--- src/rtl/meta_write_buffer.sv ---
// In-order FIFO of tag/coh-state writes with a read-after-write hazard flag; 1-cycle min latency, full throughput.
// io_in_ready drops only when full (no pass-through); META_WB_COALESCE_EN merges repeat writes into a queued non-head entry.
`timescale 1ns/1ps
module meta_write_buffer #(
  parameter int DEPTH = 4,
  parameter int IDX_W = 6,
  parameter int WAYS  = 8,
  parameter int TAG_W = 20
) (
  input  logic                     clock,
  input  logic                     reset,
  input  logic                     io_in_valid,
  output logic                     io_in_ready,
  input  logic [IDX_W-1:0]         io_in_bits_idx,
  input  logic [WAYS-1:0]          io_in_bits_way_en,
  input  logic [1:0]               io_in_bits_data_coh_state,
  input  logic [TAG_W-1:0]         io_in_bits_data_tag,
  output logic                     io_write_valid,
  input  logic                     io_write_ready,
  output logic [IDX_W-1:0]         io_write_bits_idx,
  output logic [WAYS-1:0]          io_write_bits_way_en,
  output logic [1:0]               io_write_bits_data_coh_state,
  output logic [TAG_W-1:0]         io_write_bits_data_tag,
  input  logic                     io_read_valid,
  input  logic [IDX_W-1:0]         io_read_idx,
  output logic                     io_read_hazard,
  output logic [$clog2(DEPTH):0]   io_count,
  output logic                     io_empty
);
  localparam int PTR_W = $clog2(DEPTH);
  localparam int CNT_W = PTR_W + 1;

  logic [IDX_W-1:0] idx_q [DEPTH];
  logic [WAYS-1:0]  way_q [DEPTH];
  logic [1:0]       coh_q [DEPTH];
  logic [TAG_W-1:0] tag_q [DEPTH];

  logic [PTR_W-1:0] head_q, head_d, tail_q, tail_d, off;
  logic [CNT_W-1:0] count_q, count_d;
  logic             enq, deq, alloc;
  logic [DEPTH-1:0] occ, rd_match;

  assign io_in_ready    = reset & (count_q != CNT_W'(DEPTH));
  assign io_write_valid = reset & (count_q != '0);
  assign enq            = io_in_valid & io_in_ready;
  assign deq            = io_write_valid & io_write_ready;

  assign io_write_bits_idx            = idx_q[head_q];
  assign io_write_bits_way_en         = way_q[head_q];
  assign io_write_bits_data_coh_state = coh_q[head_q];
  assign io_write_bits_data_tag       = tag_q[head_q];

  assign io_count = reset ? count_q : '0;
  assign io_empty = (io_count == '0);

  // An entry is live when its distance from head (mod DEPTH) is below count.
  always_comb begin
    occ      = '0;
    rd_match = '0;
    off      = '0;
    for (int i = 0; i < DEPTH; i++) begin
      off         = PTR_W'(i) - head_q;
      occ[i]      = {1'b0, off} < count_q;
      rd_match[i] = occ[i] & (idx_q[i] == io_read_idx);
    end
  end

  assign io_read_hazard = io_read_valid &
                          ((reset & (|rd_match)) | (enq & (io_in_bits_idx == io_read_idx)));

`ifdef META_WB_COALESCE_EN
  logic             coal_hit;
  logic [PTR_W-1:0] coal_ptr, scan_ptr;

  // Scan oldest to youngest past the head so the last hit is the youngest match.
  always_comb begin
    coal_hit = 1'b0;
    coal_ptr = '0;
    scan_ptr = '0;
    for (int k = 1; k < DEPTH; k++) begin
      scan_ptr = head_q + PTR_W'(k);
      if ((CNT_W'(k) < count_q) && (idx_q[scan_ptr] == io_in_bits_idx) &&
          (way_q[scan_ptr] == io_in_bits_way_en)) begin
        coal_hit = 1'b1;
        coal_ptr = scan_ptr;
      end
    end
  end

  assign alloc = enq & ~coal_hit;
`else
  assign alloc = enq;
`endif

  always_comb begin
    head_d  = head_q + PTR_W'(deq);
    tail_d  = tail_q + PTR_W'(alloc);
    count_d = count_q;
    if (alloc && !deq) begin
      count_d = count_q + CNT_W'(1);
    end else if (!alloc && deq) begin
      count_d = count_q - CNT_W'(1);
    end
  end

  always_ff @(posedge clock) begin
    if (!reset) begin
      head_q  <= '0;
      tail_q  <= '0;
      count_q <= '0;
    end else begin
      head_q  <= head_d;
      tail_q  <= tail_d;
      count_q <= count_d;
    end
  end

  // Payload is not reset; occupancy alone decides what is live.
  always_ff @(posedge clock) begin
    if (alloc) begin
      idx_q[tail_q] <= io_in_bits_idx;
      way_q[tail_q] <= io_in_bits_way_en;
      coh_q[tail_q] <= io_in_bits_data_coh_state;
      tag_q[tail_q] <= io_in_bits_data_tag;
    end
`ifdef META_WB_COALESCE_EN
    if (enq && coal_hit) begin
      coh_q[coal_ptr] <= io_in_bits_data_coh_state;
      tag_q[coal_ptr] <= io_in_bits_data_tag;
    end
`endif
  end

endmodule

--- config.mk ---
export PLATFORM = sky130hd
export DESIGN_NAME = meta_write_buffer
export DESIGN_NICKNAME = d
export VERILOG_FILES = /design/src/rtl/meta_write_buffer.sv
export SDC_FILE = /design/constraint.sdc
export NUM_CORES = 1
export LEC_CHECK = 0
export BUFFER_PORTS_ARGS = -buffer_cell sky130_fd_sc_hd__buf_4
export CORE_ASPECT_RATIO = 2
export CORE_MARGIN = 1.5
export CORE_UTILIZATION = 55
export DETAILED_ROUTE_END_ITERATION = 16
export PLACE_DENSITY = 0.87
export SYNTH_ARGS = -nofsm -noshare
export SYNTH_HDL_FRONTEND = slang
export SYNTH_SLANG_ARGS = --single-unit
export TNS_END_PERCENT = 5
--- constraint.sdc ---
create_clock -name clock -period 8.9 [get_ports clock]
set_input_delay 1.335 -clock clock [delete_from_list [all_inputs] [get_ports clock]]
set_output_delay 1.335 -clock clock [all_outputs]
set_load 0.01 [all_outputs]
==> impl_metrics.toml, run 1 <==
[floorplan]
fp.dieW_microns = 77.5
io_pins = 90
die_h_microns = 152
rows = 54
dieArea_sq_um = 11800
coreArea_sq_um = 10900
start_util_pct = 56.1

[sta]
finalSetupTns_ns = 0
tightestPinTransition_ns = 0.934
slew_headroom_pct = 37.7
period_share_pct = 44.5
hold_violations = 0
maxSlewViolCount = 0
max_freq_ghz = 0.253
setup_viol = 0
rsz0062_at_grt = "false"
period_needed_ns = 3.96
finalClockSkew_ns = 0.00981

[global_routing]
busiest_layer = "met2"
met2_usage_pct = 37.0
grt_pass1_vias = 3353
grt_pass1_wl_microns = 17500
use_met3_pct = 6.07
grtUsageMet1_pct = 22.2
antenna_found_initial = 0
grt.total_usage_pct = 20.7
gr-total-overflow = 0
grt_max_degree = 41

[worst_setup_path]
r2r_end = "count_q[2]$_SDFFE_PN0P_"
crit_fanout = 40
end_kind = "primary output"
critical_path_arrival_ns = 2.62
reg2reg_from = "count_q[0]$_SDFFE_PN0P_"
rrSetupSlack_ns = 6.34
required_ns = 7.57
r2r_cells = 10
critical_path_class = "reg -> out"
startpoint_type = "flip-flop"

[pwr]
leakage_nw = 2.60
clkPwrFrac_pct = 36.9
swShare_pct = 25.1
peakVddDrop_mv = 0.254
p_seq_share_pct = 42.6
intPower_mw = 1.50
powerDensity_nw_per_um2 = 265
p_total_mw = 2.00
p_switching_mw = 0.503
combinationalPowerShare_pct = 20.5

[clock_tree]
insertion_delay_ns = 0.42
clkSinkCount = 151
cts_root_buffer = "clkbuf_16"
cts_setup_buffers = 0
path_clk_slew_ns = 0.06
holdBufCountCts = 0
cts_inserted_buffers = 17
htree_num_levels = 4
cts_tree = "yes"
ctsResizeCount = 0
clockBufferDepth = 2

[final_layout]
multiInputGateArea_sq_um = 1510
finalInstanceArea_sq_um = 7530
diodes = 0
fillerInstances = 700
finish.utilization_pct = 69.3
nets = 454
drive_gt1_share_pct = 41.3
final_cell_mix = "edfxtp_1, buf_4, mux4_2"
syn2layout_area_growth_pct = 23.4
register_area_sq_um = 4470
final_common_cell = "edfxtp_1"

[yosys]
synth_fa_ha_area_share_pct = 1.76
synthMuxAreaShare_pct = 13.4
synth_xor_area_share_pct = 5.02
yosysSeqAreaShare_pct = 73.1
syn_nets = 357
synth_area_sq_um = 6100
synth_top_family_by_area = "multiplexers"
synth.distinct_cells = 35
yosys-top-cells-area = "edfxtp_1, mux4_2, xnor2_1, dfxtp_1, ha_1"
synthSimpleGateAreaFrac_pct = 2.56
synth_top_area_share_pct = 70.8
synth.largest_area_cell = "edfxtp_1"
syn-mean-instance-area_sq_um = 20.2
netlist_instances = 302
synth_compound_area_share_pct = 1.70
synth_seq_cells = 151
yosys_warnings = 0

[detailed_routing]
first_iter_violations = 172
ant_nets = 0
drc_errors = 0
dr.pass1.iters = 5
drt-total-wl_microns = 11100
wl_per_cell_microns = 20.2
vias = 3040
avgViaCountPerCell = 5.51

[placed_design]
post-dp-hpwl_microns = 6850
dpl_cell_area_sq_um = 6910
gp_congestion = 0.810
portBuffers = 89

[outcome]
outcome = "finished clean"

[hold_path]
holdPathStages = 2
hold_class = "reg -> reg"
hp-start = "count_q[1]$_SDFFE_PN0P_"
hold_path_end = "count_q[1]$_SDFFE_PN0P_"

[flow_run]
maxCapViolCount = 0
-- logic make-up (layout without fill, tap and decap cells) --
| family | after synthesis | after routing |
|---|---|---|
| AOI/OAI and AO/OA | 14 | 14 |
| buffers and inverters | 29 | 139 |
| DFF | 151 | 151 |
| and+or+nand+nor | 28 | 28 |
| muxes | 37 | 37 |
| adders and majority gates | 8 | 8 |
| xor gates and xnor gates | 35 | 35 |
-- how the worst max path moves through the flow --
stage	from	to	slack [ns]
finish	head_q[0]$_SDFF_PN0_	io_read_hazard	4.94
global route	head_q[0]$_SDFF_PN0_	io_read_hazard	4.68
CTS	head_q[0]$_SDFF_PN0_	io_read_hazard	4.88
detailed placement	io_read_idx[1]	io_read_hazard	5.15
global placement	io_read_idx[2]	io_read_hazard	5.22
floorplan	reset	coh_q[1][0]$_DFFE_PP_	3.97
-- power by group through the flow --
stage | Clock (mW) | Combinational, mW | Sequential (mW)
floorplan | 0 | 0.264 | 0.856
global placement | 0 | 0.403 | 0.862
detailed placement | 0 | 0.415 | 0.865
CTS | 0.751 | 0.418 | 0.851
global route | 0.776 | 0.447 | 0.855
finish | 0.739 | 0.410 | 0.851
-- cell type report --
| class | count | area share (%) |
|---|---|---|
| inverter | 13 | 0.648 |
| clock inverter | 12 | 2.21 |
| timing repair buffer | 94 | 9.37 |
| tap | 140 | 2.33 |
| sequential | 151 | 59.3 |
| multi-input combinational | 122 | 20.1 |
| clock buffer | 20 | 6.06 |
-- registers in the layout (all words and copies together), names as in the netlist --
register,flops
idx_q,24
tag_q,80
head_q,2
tail_q,2
coh_q,8
count_q,3
way_q,32
-- metal layers --
metal	part of all wire [%]	up-vias	wire, microns
li1	-	1394	-
met1	36	1541	4060
met2	57	87	6350
met3	4.4	18	487
met4	2.2	0	241
met5	0	-	0
-- cells in the mapped netlist --
| cell | n |
|---|---|
| buf_4 | 2 |
| a21oi_2 | 1 |
| a211oi_1 | 4 |
| buf_6 | 2 |
| mux4_2 | 36 |
| or3_1 | 1 |
| dfxtp_1 | 7 |
| and3_1 | 1 |
| nand2_1 | 5 |
| inv_2 | 1 |
| clkbuf_1 | 1 |
| o21ai_1 | 1 |
| o21ai_0 | 1 |
| xnor2_1 | 28 |
| nor3b_1 | 1 |
| a21boi_0 | 1 |
| nor4_1 | 2 |
| fa_1 | 1 |
| nor3_2 | 1 |
| ha_1 | 7 |
| mux2i_1 | 1 |
| nand3_1 | 4 |
| nor2b_1 | 1 |
| buf_2 | 10 |
| buf_1 | 1 |
| nor3_1 | 1 |
| edfxtp_1 | 144 |
| a21boi_1 | 1 |
| nor2_1 | 2 |
| o2111ai_1 | 4 |
| and2_1 | 8 |
| nand4_1 | 1 |
| a21oi_1 | 1 |
| inv_1 | 12 |
| xor2_1 | 7 |
-- stage by stage --
step           hold slack [ns]  worst slack (ns)  cells
6_report                 0.604              4.94    552
5_1_grt                  0.670              4.68    552
4_1_cts                  0.606              4.88    552
3_5_place_dp             0.604              5.15    520
3_3_place_gp             0.578              5.22    520
2_1_floorplan            0.554              3.97    302
-- critical path, cell delays in order (launching register included) --
cell	delay, ns
dfxtp_2	0.31
buf_4	0.61
xor2_1	0.18
inv_1	0.09
ha_1	0.14
inv_1	0.04
o2111ai_1	0.20
a211oi_1	0.07
nor4_1	0.29
o21ai_1	0.10
buf_4	0.15
No activity file was read; power rests on OpenSTA's default activity.
==> run 2, diff against run 1 <==
==> constraint.sdc (replaced) <==
create_clock -name clock -period 4.1 [get_ports clock]
set_input_delay 0.615 -clock clock [delete_from_list [all_inputs] [get_ports clock]]
set_output_delay 0.615 -clock clock [all_outputs]
set_load 0.01 [all_outputs]
==> impl_metrics.toml, run 2 (same netlist as run 1, synthesis figures left out) <==
[final_layout]
largest_reg_flops = 80
nets = 454
top_register = "tag_q"
finish.utilization_pct = 69.6
reg_top3 = "tag_q x80, way_q x32, idx_q x24"
final_common_cell = "edfxtp_1"
diodes = 0
drive_gt1_share_pct = 40.9
syn2layout_area_growth_pct = 24.1
final_cell_mix = "edfxtp_1, buf_4, mux4_2"

[worst_setup_path]
required_ns = 3.48
cp_common_cell = "buf_4"
crit_fanout = 26
crit_path_cell_trace = "buf_4 -> mux4_2 -> buf_4"
end_kind = "primary output"
startpoint_type = "flip-flop"
max_stage_delay_ns = 0.65
critical_path_arrival_ns = 2.39
cp_slowest_cell = "dfxtp_2"
critical_path_class = "reg -> out"

[sta]
maxSlewViolCount = 0
tightestPinTransition_ns = 0.924
period_share_pct = 73.2
timing.final.ws_setup_ns = 1.10
finalSetupTns_ns = 0
hold_violations = 0
slew_headroom_pct = 38.4
setup_viol = 0
rsz0062_at_grt = "false"
whs_ns = 0.401
period_needed_ns = 3.00
finalClockSkew_ns = 0.0106
max_freq_ghz = 0.333

[global_routing]
grt.total_usage_pct = 21.5
grt_pass1_vias = 3366
grt_pass1_wl_microns = 18100
antenna_found_initial = 0
gr-total-overflow = 0
grt_max_degree = 37

[clock_tree]
htree_num_levels = 4
cts_root_buffer = "clkbuf_16"
ctsResizeCount = 0
cts_setup_buffers = 0
cts_tree = "yes"
holdBufCountCts = 0
insertion_delay_ns = 0.41
cts_inserted_buffers = 17
path_clk_slew_ns = 0.06
clkSinkCount = 151
clockBufferDepth = 2

[floorplan]
rows = 54
coreArea_sq_um = 10900
dieArea_sq_um = 11800
start_util_pct = 56.1
fp.dieW_microns = 77.5
io_pins = 90
die_h_microns = 152

[detailed_routing]
ant_nets = 0
first_iter_violations = 338
drt-total-wl_microns = 11600
vias = 3069
wl_per_cell_microns = 21.0
drc_errors = 0
dr.pass1.iters = 4
avgViaCountPerCell = 5.57

[placed_design]
gp_congestion = 0.838
pre_cts_ws_ns = 1.26
post-dp-hpwl_microns = 7300
portBuffers = 89

[pwr]
p_total_mw = 4.45
peakVddDrop_mv = 0.516
powerDensity_nw_per_um2 = 588
leakage_nw = 2.62

[hold_path]
hold_class = "in -> reg"

[flow_run]
maxCapViolCount = 0

[outcome]
outcome = "finished clean"
run 2: where the power goes:
group          switching, mW  internal, mW
Combinational          0.406         0.462
Clock                  0.567          1.14
Sequential            0.0916          1.79
run 2: cell type report:
class | count | area (sq um)
timing repair buffer | 94 | 706
tap | 140 | 175
inverter | 13 | 48.8
clock inverter | 13 | 228
sequential | 151 | 4470
clock buffer | 18 | 429
fill | 659 | 3300
multi-input combinational | 122 | 1520
run 2: path summary, 6_finish.rpt:
kind | from | endpoint | slack (ns) | cells past startpoint
max | head_q[0]$_SDFF_PN0_ | io_write_bits_data_tag[0] | 1.10 | 3
min | io_in_bits_data_tag[17] | tag_q[3][17]$_DFFE_PP_ | 0.40 | 1
max reg2reg | count_q[0]$_SDFFE_PN0P_ | count_q[2]$_SDFFE_PN0P_ | 1.50 | 10
min reg2reg | count_q[1]$_SDFFE_PN0P_ | count_q[1]$_SDFFE_PN0P_ | 0.61 | 2
run 2: routing by layer:
layer | vias up | routed length, microns | GRT usage [%]
li1 | 1390 | - | -
met1 | 1548 | 4060 | 24.1
met4 | 0 | 391 | 12.6
met2 | 107 | 6590 | 36.6
met5 | - | 0 | 0
met3 | 24 | 560 | 5.53
run 2: worst max-delay path: cells and delay by family (launching register included):
family                 cells  cell delay [ns]
buffers and inverters      2             0.70
DFF                        1             0.65
muxes                      1             0.60
run 2: stage by stage:
stage	cell area (sq um)	cells
after floorplan	6110	302
after global placement	6920	520
after detailed placement	6920	520
after CTS	7570	551
after global routing	7570	551
final	7570	551
==> run 3, diff against run 2 <==
--- a/config.mk
+++ b/config.mk
@@ -8,9 +8,9 @@
 export BUFFER_PORTS_ARGS = -buffer_cell sky130_fd_sc_hd__buf_4
 export CORE_ASPECT_RATIO = 2
 export CORE_MARGIN = 1.5
-export CORE_UTILIZATION = 55
+export CORE_UTILIZATION = 51
 export DETAILED_ROUTE_END_ITERATION = 16
-export PLACE_DENSITY = 0.87
+export PLACE_DENSITY = 0.85
 export SYNTH_ARGS = -nofsm -noshare
 export SYNTH_HDL_FRONTEND = slang
 export SYNTH_SLANG_ARGS = --single-unit
==> constraint.sdc (replaced) <==
create_clock -name clock -period 2.45 [get_ports clock]
set_input_delay 0.3675 -clock clock [delete_from_list [all_inputs] [get_ports clock]]
set_output_delay 0.3675 -clock clock [all_outputs]
set_load 0.01 [all_outputs]
==> impl_metrics.toml, run 3 (same netlist as run 1, synthesis figures left out) <==
[floorplan]
start_util_pct = 52.2
rows = 56
io_pins = 90
die_h_microns = 158
fp.dieW_microns = 80.4
coreArea_sq_um = 11700
dieArea_sq_um = 12700

[hold_path]
hold_class = "in -> reg"

[clock_tree]
insertion_delay_ns = 0.41
clockBufferDepth = 2
htree_num_levels = 4
cts_root_buffer = "clkbuf_16"
clkSinkCount = 151
cts_inserted_buffers = 17
path_clk_slew_ns = 0.06
holdBufCountCts = 0
cts_tree = "yes"

[pwr]
powerDensity_nw_per_um2 = 950
leakage_nw = 2.65
peakVddDrop_mv = 0.681

[worst_setup_path]
critical_path_class = "reg -> out"
critical_path_arrival_ns = 1.95
required_ns = 2.08
end_kind = "primary output"
crit_fanout = 3
startpoint_type = "flip-flop"

[final_layout]
final_cell_mix = "edfxtp_1, buf_4, mux4_2"
largest_reg_flops = 80
drive_gt1_share_pct = 43.5
top_register = "tag_q"
finish.utilization_pct = 65.8
reg_top3 = "tag_q x80, way_q x32, idx_q x24"
fillerInstances = 798
diodes = 0
final_common_cell = "edfxtp_1"
syn2layout_area_growth_pct = 26.2
nets = 463

[sta]
period_share_pct = 94.6
slew_headroom_pct = 74.5
setup_viol = 0
max_freq_ghz = 0.432
period_needed_ns = 2.32
hold_violations = 0
maxSlewViolCount = 0
tightestPinTransition_ns = 0.382
finalClockSkew_ns = 0.00882
rsz0062_at_grt = "false"
finalSetupTns_ns = 0

[global_routing]
busiest_layer = "met2"
grt_pass1_vias = 3454
grtUsageMet1_pct = 21.2
grt_max_degree = 37
use_met3_pct = 5.19
met2_usage_pct = 36.0
gr-total-overflow = 0
grt_pass1_wl_microns = 17800
grt.total_usage_pct = 20.0
antenna_found_initial = 0

[detailed_routing]
drt-total-wl_microns = 11800
dr.pass1.iters = 6
ant_nets = 0
wl_per_cell_microns = 20.8
first_iter_violations = 221
vias = 3141
avgViaCountPerCell = 5.55
drc_errors = 0

[outcome]
outcome = "finished clean"

[placed_design]
gp_congestion = 0.832
post-dp-hpwl_microns = 7600
portBuffers = 89

[flow_run]
maxCapViolCount = 0
[run 3: cell count changes in the layout (fill, tap and decap cells not counted), moves of 2 or more]
cell        delta
clkinv_1       +2
clkinvlp_4     +3
bufinv_16      -3
clkinv_2       -2
dfxtp_1        -2
buf_12         +6
buf_4          +3
dfxtp_4        +2
[run 3: critical path, stage by stage, from the launching register on]
cell and delay [ns]:
dfxtp_4 0.36, xor2_2 0.19, inv_1 0.07, ha_1 0.14, inv_1 0.06, o2111ai_2 0.20
a211oi_2 0.05, nor4_1 0.22, o21ai_1 0.10, buf_4 0.15
[run 3: where the power goes]
group / switching, mW / total [mW] / leakage (nW) / internal [mW]
Clock: 1.01 / 2.62 / 0.281 / 1.61
Sequential: 0.0912 / 3.09 / 1.37 / 3.00
Combinational: 0.770 / 1.61 / 1.00 / 0.838
[run 3: timing repair]
action | 4_1_cts | 5_1_grt
setup buffers | 0 | 3
setup endpoints to repair | 1 | 2
resized for setup | 1 | 11
pin swaps | 0 | 2
endpoints found under the hold margin | 0 | 0
[run 3: path summary, 6_finish.rpt]
path / startpoint / endpoint / slack [ns] / depth (start not counted)
setup / recovery: head_q[1]$_SDFF_PN0_ / io_read_hazard / 0.13 / 9
hold / removal: io_in_bits_way_en[3] / way_q[2][3]$_DFFE_PP_ / 0.15 / 1
setup reg to reg: count_q[0]$_SDFFE_PN0P_ / count_q[2]$_SDFFE_PN0P_ / 0.22 / 10
hold reg to reg: count_q[0]$_SDFFE_PN0P_ / count_q[0]$_SDFFE_PN0P_ / 0.63 / 2
[run 3: cell type report]
cell class | count | area [sq um] | share of cell area (%)
clock buffer | 17 | 425 | 5.52
clock inverter | 15 | 178 | 2.31
inverter | 13 | 48.8 | 0.634
multi-input combinational | 122 | 1550 | 20.1
sequential | 151 | 4470 | 58.1
tap | 145 | 181 | 2.36
timing repair buffer | 103 | 848 | 11.0
[run 3: layer usage]
layer,share of wire [%],wire (microns)
met1,35,4170
met3,3.5,410
met4,3.5,413
met2,58,6760
met5,0,0
[run 3: stage by stage]
step | worst slack, ns | std cells | total power, mW | cell area [sq um] | hold slack [ns]
after floorplan | -0.360 | 302 | 4.07 | 6120 | 0.466
after global placement | 0.132 | 531 | 4.68 | 7040 | 0.566
after detailed placement | 0.0162 | 531 | 4.74 | 7040 | 0.569
after CTS | 0.00686 | 563 | 7.37 | 7640 | 0.131
after global routing | 0.00851 | 566 | 7.64 | 7700 | 0.133
final | 0.133 | 566 | 7.31 | 7700 | 0.151
